<file path="src/rtl/useq_ctrl_if.sv">
// useq_ctrl_if: sequencing bus between the control store / micro-PC counter
// and the microsequencer next-address controller.
interface useq_ctrl_if;
  logic [4:0] upc;
  logic [2:0] seq_op;
  logic [4:0] br_addr;
  logic [1:0] cond_sel;
  logic       cond_pol;
  logic [3:0] flags;
  logic       hold;
  logic       load_incr;
  logic [4:0] upc_next;
  logic       wait_busy;
  logic [3:0] depth;
  logic       stack_err;

  modport slave (
    input  upc, seq_op, br_addr, cond_sel, cond_pol, flags, hold,
    output load_incr, upc_next, wait_busy, depth, stack_err
  );

  modport master (
    output upc, seq_op, br_addr, cond_sel, cond_pol, flags, hold,
    input  load_incr, upc_next, wait_busy, depth, stack_err
  );
endinterface

</file>
<file path="src/rtl/useq_ctrl.sv">
// useq_ctrl: microsequencer next-address controller.
// Decodes the sequencing field of the current microinstruction into the
// micro-PC counter's load_incr/upc_next controls. Keeps a WAIT countdown
// FSM and, when built with `define USEQ_STACK_EN, a subroutine return stack
// with occupancy and a sticky overflow/underflow flag. Without the macro,
// CALL acts as JUMP, RET acts as CONT and no stack storage exists.
module useq_ctrl #(
  parameter int STACK_DEPTH = 4
) (
  input  logic       clk,
  input  logic       reset_n,
  useq_ctrl_if.slave bus
);

  localparam logic [2:0] OP_CONT  = 3'd0;
  localparam logic [2:0] OP_JUMP  = 3'd1;
  localparam logic [2:0] OP_JCOND = 3'd2;
  localparam logic [2:0] OP_CALL  = 3'd3;
  localparam logic [2:0] OP_RET   = 3'd4;
  localparam logic [2:0] OP_WAIT  = 3'd5;

  typedef enum logic {
    ST_IDLE  = 1'b0,
    ST_COUNT = 1'b1
  } state_t;

  // Reject unsupported stack sizes at elaboration time.
  if (STACK_DEPTH < 1 || STACK_DEPTH > 8) begin : g_depth_chk
    $error("useq_ctrl: STACK_DEPTH must be within 1..8");
  end

  state_t     state_r;
  state_t     state_nxt_s;
  logic [4:0] cnt_r;
  logic [4:0] cnt_nxt_s;
  logic [4:0] upc_inc_s;
  logic       cond_s;
  logic       load_incr_s;
  logic [4:0] upc_next_s;
  logic       ret_ok_s;
  logic [4:0] ret_addr_s;

  assign upc_inc_s = bus.upc + 5'd1;
  assign cond_s    = bus.flags[bus.cond_sel] ^ bus.cond_pol;

  // WAIT FSM state register; async reset drops any countdown in progress.
  always_ff @(posedge clk or negedge reset_n) begin
    if (!reset_n) begin
      state_r <= ST_IDLE;
      cnt_r   <= 5'd0;
    end else begin
      state_r <= state_nxt_s;
      cnt_r   <= cnt_nxt_s;
    end
  end

  // WAIT FSM next state; hold freezes the countdown in place.
  always_comb begin
    state_nxt_s = state_r;
    cnt_nxt_s   = cnt_r;
    if (bus.hold) begin
      state_nxt_s = state_r;
      cnt_nxt_s   = cnt_r;
    end else begin
      case (state_r)
        ST_IDLE: begin
          if (bus.seq_op == OP_WAIT && bus.br_addr != 5'd0) begin
            state_nxt_s = ST_COUNT;
            cnt_nxt_s   = bus.br_addr - 5'd1;
          end else begin
            state_nxt_s = ST_IDLE;
            cnt_nxt_s   = cnt_r;
          end
        end
        ST_COUNT: begin
          if (cnt_r != 5'd0) begin
            state_nxt_s = ST_COUNT;
            cnt_nxt_s   = cnt_r - 5'd1;
          end else begin
            state_nxt_s = ST_IDLE;
            cnt_nxt_s   = cnt_r;
          end
        end
        default: begin
          state_nxt_s = ST_IDLE;
          cnt_nxt_s   = 5'd0;
        end
      endcase
    end
  end

  // Next-address decode; a held micro-PC is expressed as a reload of upc.
  always_comb begin
    load_incr_s = 1'b0;
    upc_next_s  = upc_inc_s;
    if (bus.hold) begin
      load_incr_s = 1'b1;
      upc_next_s  = bus.upc;
    end else if (state_r == ST_COUNT) begin
      // The control store keeps presenting the WAIT word, so seq_op is ignored.
      if (cnt_r != 5'd0) begin
        load_incr_s = 1'b1;
        upc_next_s  = bus.upc;
      end else begin
        load_incr_s = 1'b0;
        upc_next_s  = upc_inc_s;
      end
    end else begin
      case (bus.seq_op)
        OP_CONT: begin
          load_incr_s = 1'b0;
          upc_next_s  = upc_inc_s;
        end
        OP_JUMP: begin
          load_incr_s = 1'b1;
          upc_next_s  = bus.br_addr;
        end
        OP_JCOND: begin
          if (cond_s) begin
            load_incr_s = 1'b1;
            upc_next_s  = bus.br_addr;
          end else begin
            load_incr_s = 1'b0;
            upc_next_s  = upc_inc_s;
          end
        end
        OP_CALL: begin
          // The target is taken even when a full stack refuses the push.
          load_incr_s = 1'b1;
          upc_next_s  = bus.br_addr;
        end
        OP_RET: begin
          if (ret_ok_s) begin
            load_incr_s = 1'b1;
            upc_next_s  = ret_addr_s;
          end else begin
            load_incr_s = 1'b0;
            upc_next_s  = upc_inc_s;
          end
        end
        OP_WAIT: begin
          if (bus.br_addr != 5'd0) begin
            load_incr_s = 1'b1;
            upc_next_s  = bus.upc;
          end else begin
            load_incr_s = 1'b0;
            upc_next_s  = upc_inc_s;
          end
        end
        default: begin
          load_incr_s = 1'b0;
          upc_next_s  = upc_inc_s;
        end
      endcase
    end
  end

`ifdef USEQ_STACK_EN
  localparam int         IDX_W     = (STACK_DEPTH > 1) ? $clog2(STACK_DEPTH) : 1;
  localparam int         SLOTS     = 1 << IDX_W;
  localparam logic [3:0] DEPTH_MAX = 4'(STACK_DEPTH);

  logic [4:0]       stack_r [SLOTS];
  logic [3:0]       depth_r;
  logic             stack_err_r;
  logic [IDX_W-1:0] push_idx_s;
  logic [IDX_W-1:0] top_idx_s;
  logic             do_call_s;
  logic             do_ret_s;

  // Stack ops only happen when the sequencer is actually decoding seq_op.
  assign do_call_s  = !bus.hold && (state_r == ST_IDLE) && (bus.seq_op == OP_CALL);
  assign do_ret_s   = !bus.hold && (state_r == ST_IDLE) && (bus.seq_op == OP_RET);
  assign push_idx_s = depth_r[IDX_W-1:0];
  assign top_idx_s  = IDX_W'(depth_r - 4'd1);
  assign ret_ok_s   = (depth_r != 4'd0);
  assign ret_addr_s = stack_r[top_idx_s];

  // Return stack push/pop and sticky overflow/underflow flag.
  always_ff @(posedge clk or negedge reset_n) begin
    if (!reset_n) begin
      for (int i = 0; i < SLOTS; i++) begin
        stack_r[i] <= 5'd0;
      end
      depth_r     <= 4'd0;
      stack_err_r <= 1'b0;
    end else if (do_call_s) begin
      if (depth_r == DEPTH_MAX) begin
        stack_err_r <= 1'b1;
      end else begin
        stack_r[push_idx_s] <= upc_inc_s;
        depth_r             <= depth_r + 4'd1;
      end
    end else if (do_ret_s) begin
      if (depth_r == 4'd0) begin
        stack_err_r <= 1'b1;
      end else begin
        depth_r <= depth_r - 4'd1;
      end
    end else begin
      depth_r <= depth_r;
    end
  end

  assign bus.depth     = depth_r;
  assign bus.stack_err = stack_err_r;
`else
  assign ret_ok_s      = 1'b0;
  assign ret_addr_s    = 5'd0;
  assign bus.depth     = 4'd0;
  assign bus.stack_err = 1'b0;
`endif

  assign bus.load_incr = load_incr_s;
  assign bus.upc_next  = upc_next_s;
  assign bus.wait_busy = (state_r == ST_COUNT);

endmodule

</file>
<file path="src/flat_wrapper.sv">
// flat-port wrapper written by rule: the top's interface ports become plain ports
module useq_ctrl_flat 
#(
  parameter int STACK_DEPTH = 4
)
  (clk, reset_n, bus_upc, bus_seq_op, bus_br_addr, bus_cond_sel, bus_cond_pol, bus_flags, bus_hold, bus_load_incr, bus_upc_next, bus_wait_busy, bus_depth, bus_stack_err);
  useq_ctrl_if bus_i ();
  input  logic clk;
  input  logic reset_n;
  input wire logic [$bits(bus_i.upc)-1:0] bus_upc;
  input wire logic [$bits(bus_i.seq_op)-1:0] bus_seq_op;
  input wire logic [$bits(bus_i.br_addr)-1:0] bus_br_addr;
  input wire logic [$bits(bus_i.cond_sel)-1:0] bus_cond_sel;
  input wire logic [$bits(bus_i.cond_pol)-1:0] bus_cond_pol;
  input wire logic [$bits(bus_i.flags)-1:0] bus_flags;
  input wire logic [$bits(bus_i.hold)-1:0] bus_hold;
  output wire logic [$bits(bus_i.load_incr)-1:0] bus_load_incr;
  output wire logic [$bits(bus_i.upc_next)-1:0] bus_upc_next;
  output wire logic [$bits(bus_i.wait_busy)-1:0] bus_wait_busy;
  output wire logic [$bits(bus_i.depth)-1:0] bus_depth;
  output wire logic [$bits(bus_i.stack_err)-1:0] bus_stack_err;
  assign bus_i.upc = bus_upc;
  assign bus_i.seq_op = bus_seq_op;
  assign bus_i.br_addr = bus_br_addr;
  assign bus_i.cond_sel = bus_cond_sel;
  assign bus_i.cond_pol = bus_cond_pol;
  assign bus_i.flags = bus_flags;
  assign bus_i.hold = bus_hold;
  assign bus_load_incr = bus_i.load_incr;
  assign bus_upc_next = bus_i.upc_next;
  assign bus_wait_busy = bus_i.wait_busy;
  assign bus_depth = bus_i.depth;
  assign bus_stack_err = bus_i.stack_err;
  useq_ctrl #(.STACK_DEPTH(STACK_DEPTH)) u_core (.clk(clk), .reset_n(reset_n), .bus(bus_i));
endmodule
</file>
<file path="config.mk">
export PLATFORM = sky130hd
export DESIGN_NAME = useq_ctrl_flat
export DESIGN_NICKNAME = d
export VERILOG_FILES = /design/src/rtl/useq_ctrl_if.sv /design/src/rtl/useq_ctrl.sv /design/src/flat_wrapper.sv
export SDC_FILE = /design/constraint.sdc
export NUM_CORES = 1
export LEC_CHECK = 0
export ABC_AREA = 1
export ABC_CLOCK_PERIOD_IN_PS = 2200
export CORE_MARGIN = 2
export CORE_UTILIZATION = 50
export CTS_BUF_LIST = sky130_fd_sc_hd__clkbuf_4
export CTS_CLUSTER_SIZE = 40
export DETAILED_ROUTE_END_ITERATION = 10
export DONT_BUFFER_PORTS = 1
export PLACE_DENSITY_LB_ADDON = 0.2
export RECOVER_POWER = 50
export SYNTH_ARGS = -nofsm -noshare
export SYNTH_HDL_FRONTEND = slang
export SYNTH_SLANG_ARGS = --single-unit
</file>
<file path="constraint.sdc">
create_clock -name clk -period 2.2 [get_ports clk]
set_input_delay 0.44 -clock clk [delete_from_list [all_inputs] [get_ports clk]]
set_output_delay 0.44 -clock clk [all_outputs]
set_load 0.03 [all_outputs]
</file>
==> metrics.csv, run 1 <==
stage,metric,value,unit
floorplanning,Initial Util,52.53,%
timing,Fin. Hold Viols,0,
power,Comb power frac,66.0,%
yosys,commonest cells in the netlist,"31 x nand2_1, 18 x nor2_1, 16 x inv_1, 14 x nand3_1, 8 x nand3_2",
floorplanning,Horiz. Die Dim,46.36,um
global_route,global-route wire length before repair,3284,um
clock_network,Root Buffer,clkbuf_4,
timing,Worst Skew,0.0006082,ns
power,Peak VDD IR,0.4388,mV
power,Pleak,0.0004987,uW
power,P_sw,485.3,uW
yosys,"Avg Cell Area, Syn",6.362,um^2
place,placed cell areas,952.2,um^2
global_route,initial antenna violation count,0,
global_route,largest net degree at the start of global routing,11,
cells_and_area,Layout Nets,177,
detailed_routing,vias per inst,5.109,
detailed_routing,DRT Pass-1 Iters,4,
clock_network,buffer depth of the longest clock path,2,
cells_and_area,share of post-route cells with drive strength above 1,24.67,%
worst_setup_path,"Cell Chain, Critical Path",nor3_2 -> nand3_2 -> nand2_4 -> nand2_4 -> a21oi_1 -> nand2_1 -> nor2_1 -> nor2_1 -> buf_4,
yosys,synth unique cells,25,
yosys,Synth Register Bits,6,
global_route,vias in the first global route,848,
yosys,Synth top area share,16.74,%
clock_network,Clock Latency Late Sink,0.25,ns
timing,relative slew slack,43.13,%
worst_setup_path,"Req. time, crit path",1.76,ns
yosys,Post-synth EDFFs,0,
worst_setup_path,Worst setup SP type,register,
detailed_routing,Final Routed Wirelength,1977,um
clock_network,cts bufs inserted,3,
timing,final setup vio count,0,
worst_setup_path,CP max FO,5,
place,Post-DP HPWL,1714,um
worst_setup_path,crit path from,u_core.cnt_r[2]$_DFFE_PN0P_,
timing,fin crit period,2.088,ns
cells_and_area,final instance area,996.0,um^2
cells_and_area,diode count,0,
power,clock power share,11.4,%
hold_path,hold path startpoint,bus_br_addr[0],
floorplanning,Boundary Pins,35,
timing,final max-slew violation count,0,
power,sequential share of power,22.6,%
worst_setup_path,CP max stage cell,dfrtp_1,
clock_network,Clock Sinks,6,
place,Port-buffer cells,0,
worst_setup_path,Setup CP Type,register to output pin,
global_route,grt ovf,0,
detailed_routing,DRC,0,
power,Sw Share,51.76,%
power,PwrDens,941.4,nW/um^2
floorplanning,Core Footprint,1708,um^2
clock_network,number of H-tree levels,1,
cells_and_area,Layout area overhead,11.02,%
yosys,register area share after synthesis,16.74,%
yosys,most frequent cell after synthesis,nand2_1,
power,Internal Power,452.3,uW
detailed_routing,drt wl/cell,11.30,um
yosys,cell taking the most area after synthesis,dfrtp_1,
timing,final worst-path cycle share,94.93,%
yosys,"Async S/R FF share, synth",100.0,%
clock_network,Worst-path clk slew,0.05,ns
floorplanning,height of the die,46.36,um
clock_network,CTS tree,yes,
cells_and_area,Post-Route Utilization,58.32,%
detailed_routing,"antenna viol nets, final",0,
timing,Max Clk Rate,478.8,MHz
global_route,gr usage total,20.88,%
yosys,Yosys warnings,0,
detailed_routing,routed via count,894,
detailed_routing,initial drt markers,15,
hold_path,HP Class,primary input to register,
yosys,Synth Flop Type,dfrtp_1,
worst_setup_path,Worst setup EP type,output pin,
timing,Least-Margin Pin Slew,0.8530,ns
worst_setup_path,Crit path arrival time,1.65,ns
yosys,Mapped Area,897.1,um^2
timing,RSZ-0062 raised after global routing,true,
run_status,status,completed,
run,max_cap viols,0,
yosys,top post-synthesis cells by area,"dfrtp_1 17%, nand2_1 13%, nand3_2 8.9%, nand3_1 7.8%, nor2_1 7.5%",
yosys,cells after synthesis,141,
floorplanning,die area,2149,um^2
place,Routability Congestion,0.8444,
floorplanning,row count,15,
worst_setup_path,reg2reg start,u_core.bus.wait_busy$_DFFE_PN0N_,
worst_setup_path,Max stage delay on crit path,0.39,ns
==> worst max-delay path: cells and delay by family (launching register included) <==
| kind | cells | cell delay, ns |
|---|---|---|
| AO/OA/AOI/OAI | 1 | 0.12 |
| buffers and inverters | 1 | 0.16 |
| flip-flops | 1 | 0.39 |
| AND/OR/NAND/NOR | 7 | 0.72 |
==> cell usage in the layout (no fill, tap or decap), types with 2 or more instances in the layout <==
master and n:
xor2_1 3, dfrtp_1 6, nand3_1 14, xnor2_1 3, inv_2 4, ha_1 2, inv_1 16, nand2_1 31
a21oi_2 2, o21ai_2 4, conb_1 5, nor2_1 18, clkbuf_4 3, o21ai_1 5, o21ai_0 3, nand4_1 2
nand2_4 4, buf_4 5, nand2_2 3, nand3_2 8
==> layer usage <==
| layer | wire (um) | share of wire, % | GRT usage, % | up-vias |
|---|---|---|---|---|
| li1 | - | - | - | 462 |
| met1 | 864 | 44 | 23.95 | 405 |
| met2 | 1007 | 51 | 38.33 | 22 |
| met3 | 79 | 4.0 | 4.706 | 5 |
| met4 | 25 | 1.3 | 5.143 | 0 |
| met5 | 0 | 0 | 0 | - |
==> sequential cells by signal (all words and copies together), names as in the netlist <==
name / cells
u_core.cnt_r: 5
u_core.bus.wait_busy: 1
==> final timing paths <==
kind | slack (ns) | endpoint | depth (start not counted)
min | 0.41 | u_core.cnt_r[0]$_DFFE_PN0P_ | 3
max in group asynchronous | 1.48 | u_core.cnt_r[0]$_DFFE_PN0P_ | 1
max | 0.11 | bus_upc_next[1] | 9
max reg2reg | 0.12 | u_core.cnt_r[4]$_DFFE_PN0P_ | 7
min in group asynchronous | 0.50 | u_core.cnt_r[3]$_DFFE_PN0P_ | 1
min reg2reg | 0.51 | u_core.cnt_r[3]$_DFFE_PN0P_ | 2
==> repair_timing <==
item / 4_1_cts / 5_1_grt
hold buffers: 1 / 0
buffers inserted: 0 / 1
endpoints found under the setup margin: 0 / 4
gates resized for setup: 0 / 2
hold endpoints to repair: 6 / 0
==> cells by family after synthesis <==
| kind of cell | count (synthesis) | share of synthesized area (%) |
|---|---|---|
| AND/OR/NAND/NOR | 84 | 49.37 |
| buffers and inverters | 26 | 13.81 |
| AO/OA/AOI/OAI | 16 | 11.02 |
| XOR/XNOR | 6 | 5.859 |
| flip-flops | 6 | 16.74 |
| adder cells (fa/ha/maj) | 2 | 2.789 |
| other | 1 | 0.4180 |
==> final cells by class <==
class	count	area (um^2)
inverters	20	75.07
flip-flops and latches	6	150.1
repair buffers	8	71.32
multi-input cells	113	645.6
fillers	178	711.9
well taps	25	31.28
clock buffers	3	22.52
==> power groups by stage <==
stage               Combinational (uW)  Sequential, uW  Clock (uW)
floorplan                          494             214           0
global placement                   591             208           0
detailed placement                 603             214           0
CTS                                609             212         105
global route                       687             218         111
finish                             619             212         107
==> metrics by stage <==
stage          hold WS, ns  setup slack (ns)  setup TNS, ns  std cells  power (uW)
3_5_place_dp        0.1445            0.3234              0        170       817.6
4_1_cts             0.4182            0.1041              0        174       926.4
6_report            0.4051            0.1116              0        175       937.6
2_1_floorplan       0.1444            0.2647              0        145       708.7
5_1_grt             0.4329          -0.01802       -0.04973        175        1016
3_3_place_gp        0.1445            0.3480              0        170       799.0
Note: power is estimated with default switching activity, not from simulation.
==> run 2, diff against run 1 <==
--- a/config.mk
+++ b/config.mk
@@ -10,9 +10,10 @@
 export CORE_MARGIN = 2
 export CORE_UTILIZATION = 50
 export CTS_BUF_LIST = sky130_fd_sc_hd__clkbuf_4
-export CTS_CLUSTER_SIZE = 40
+export CTS_CLUSTER_SIZE = 30
 export DETAILED_ROUTE_END_ITERATION = 10
 export DONT_BUFFER_PORTS = 1
+export GPL_ROUTABILITY_DRIVEN = 0
 export PLACE_DENSITY_LB_ADDON = 0.2
 export RECOVER_POWER = 50
 export SYNTH_ARGS = -nofsm -noshare
==> results of run 2 <==
No change in the layout: final DEF, timing and power equal those of run 1.
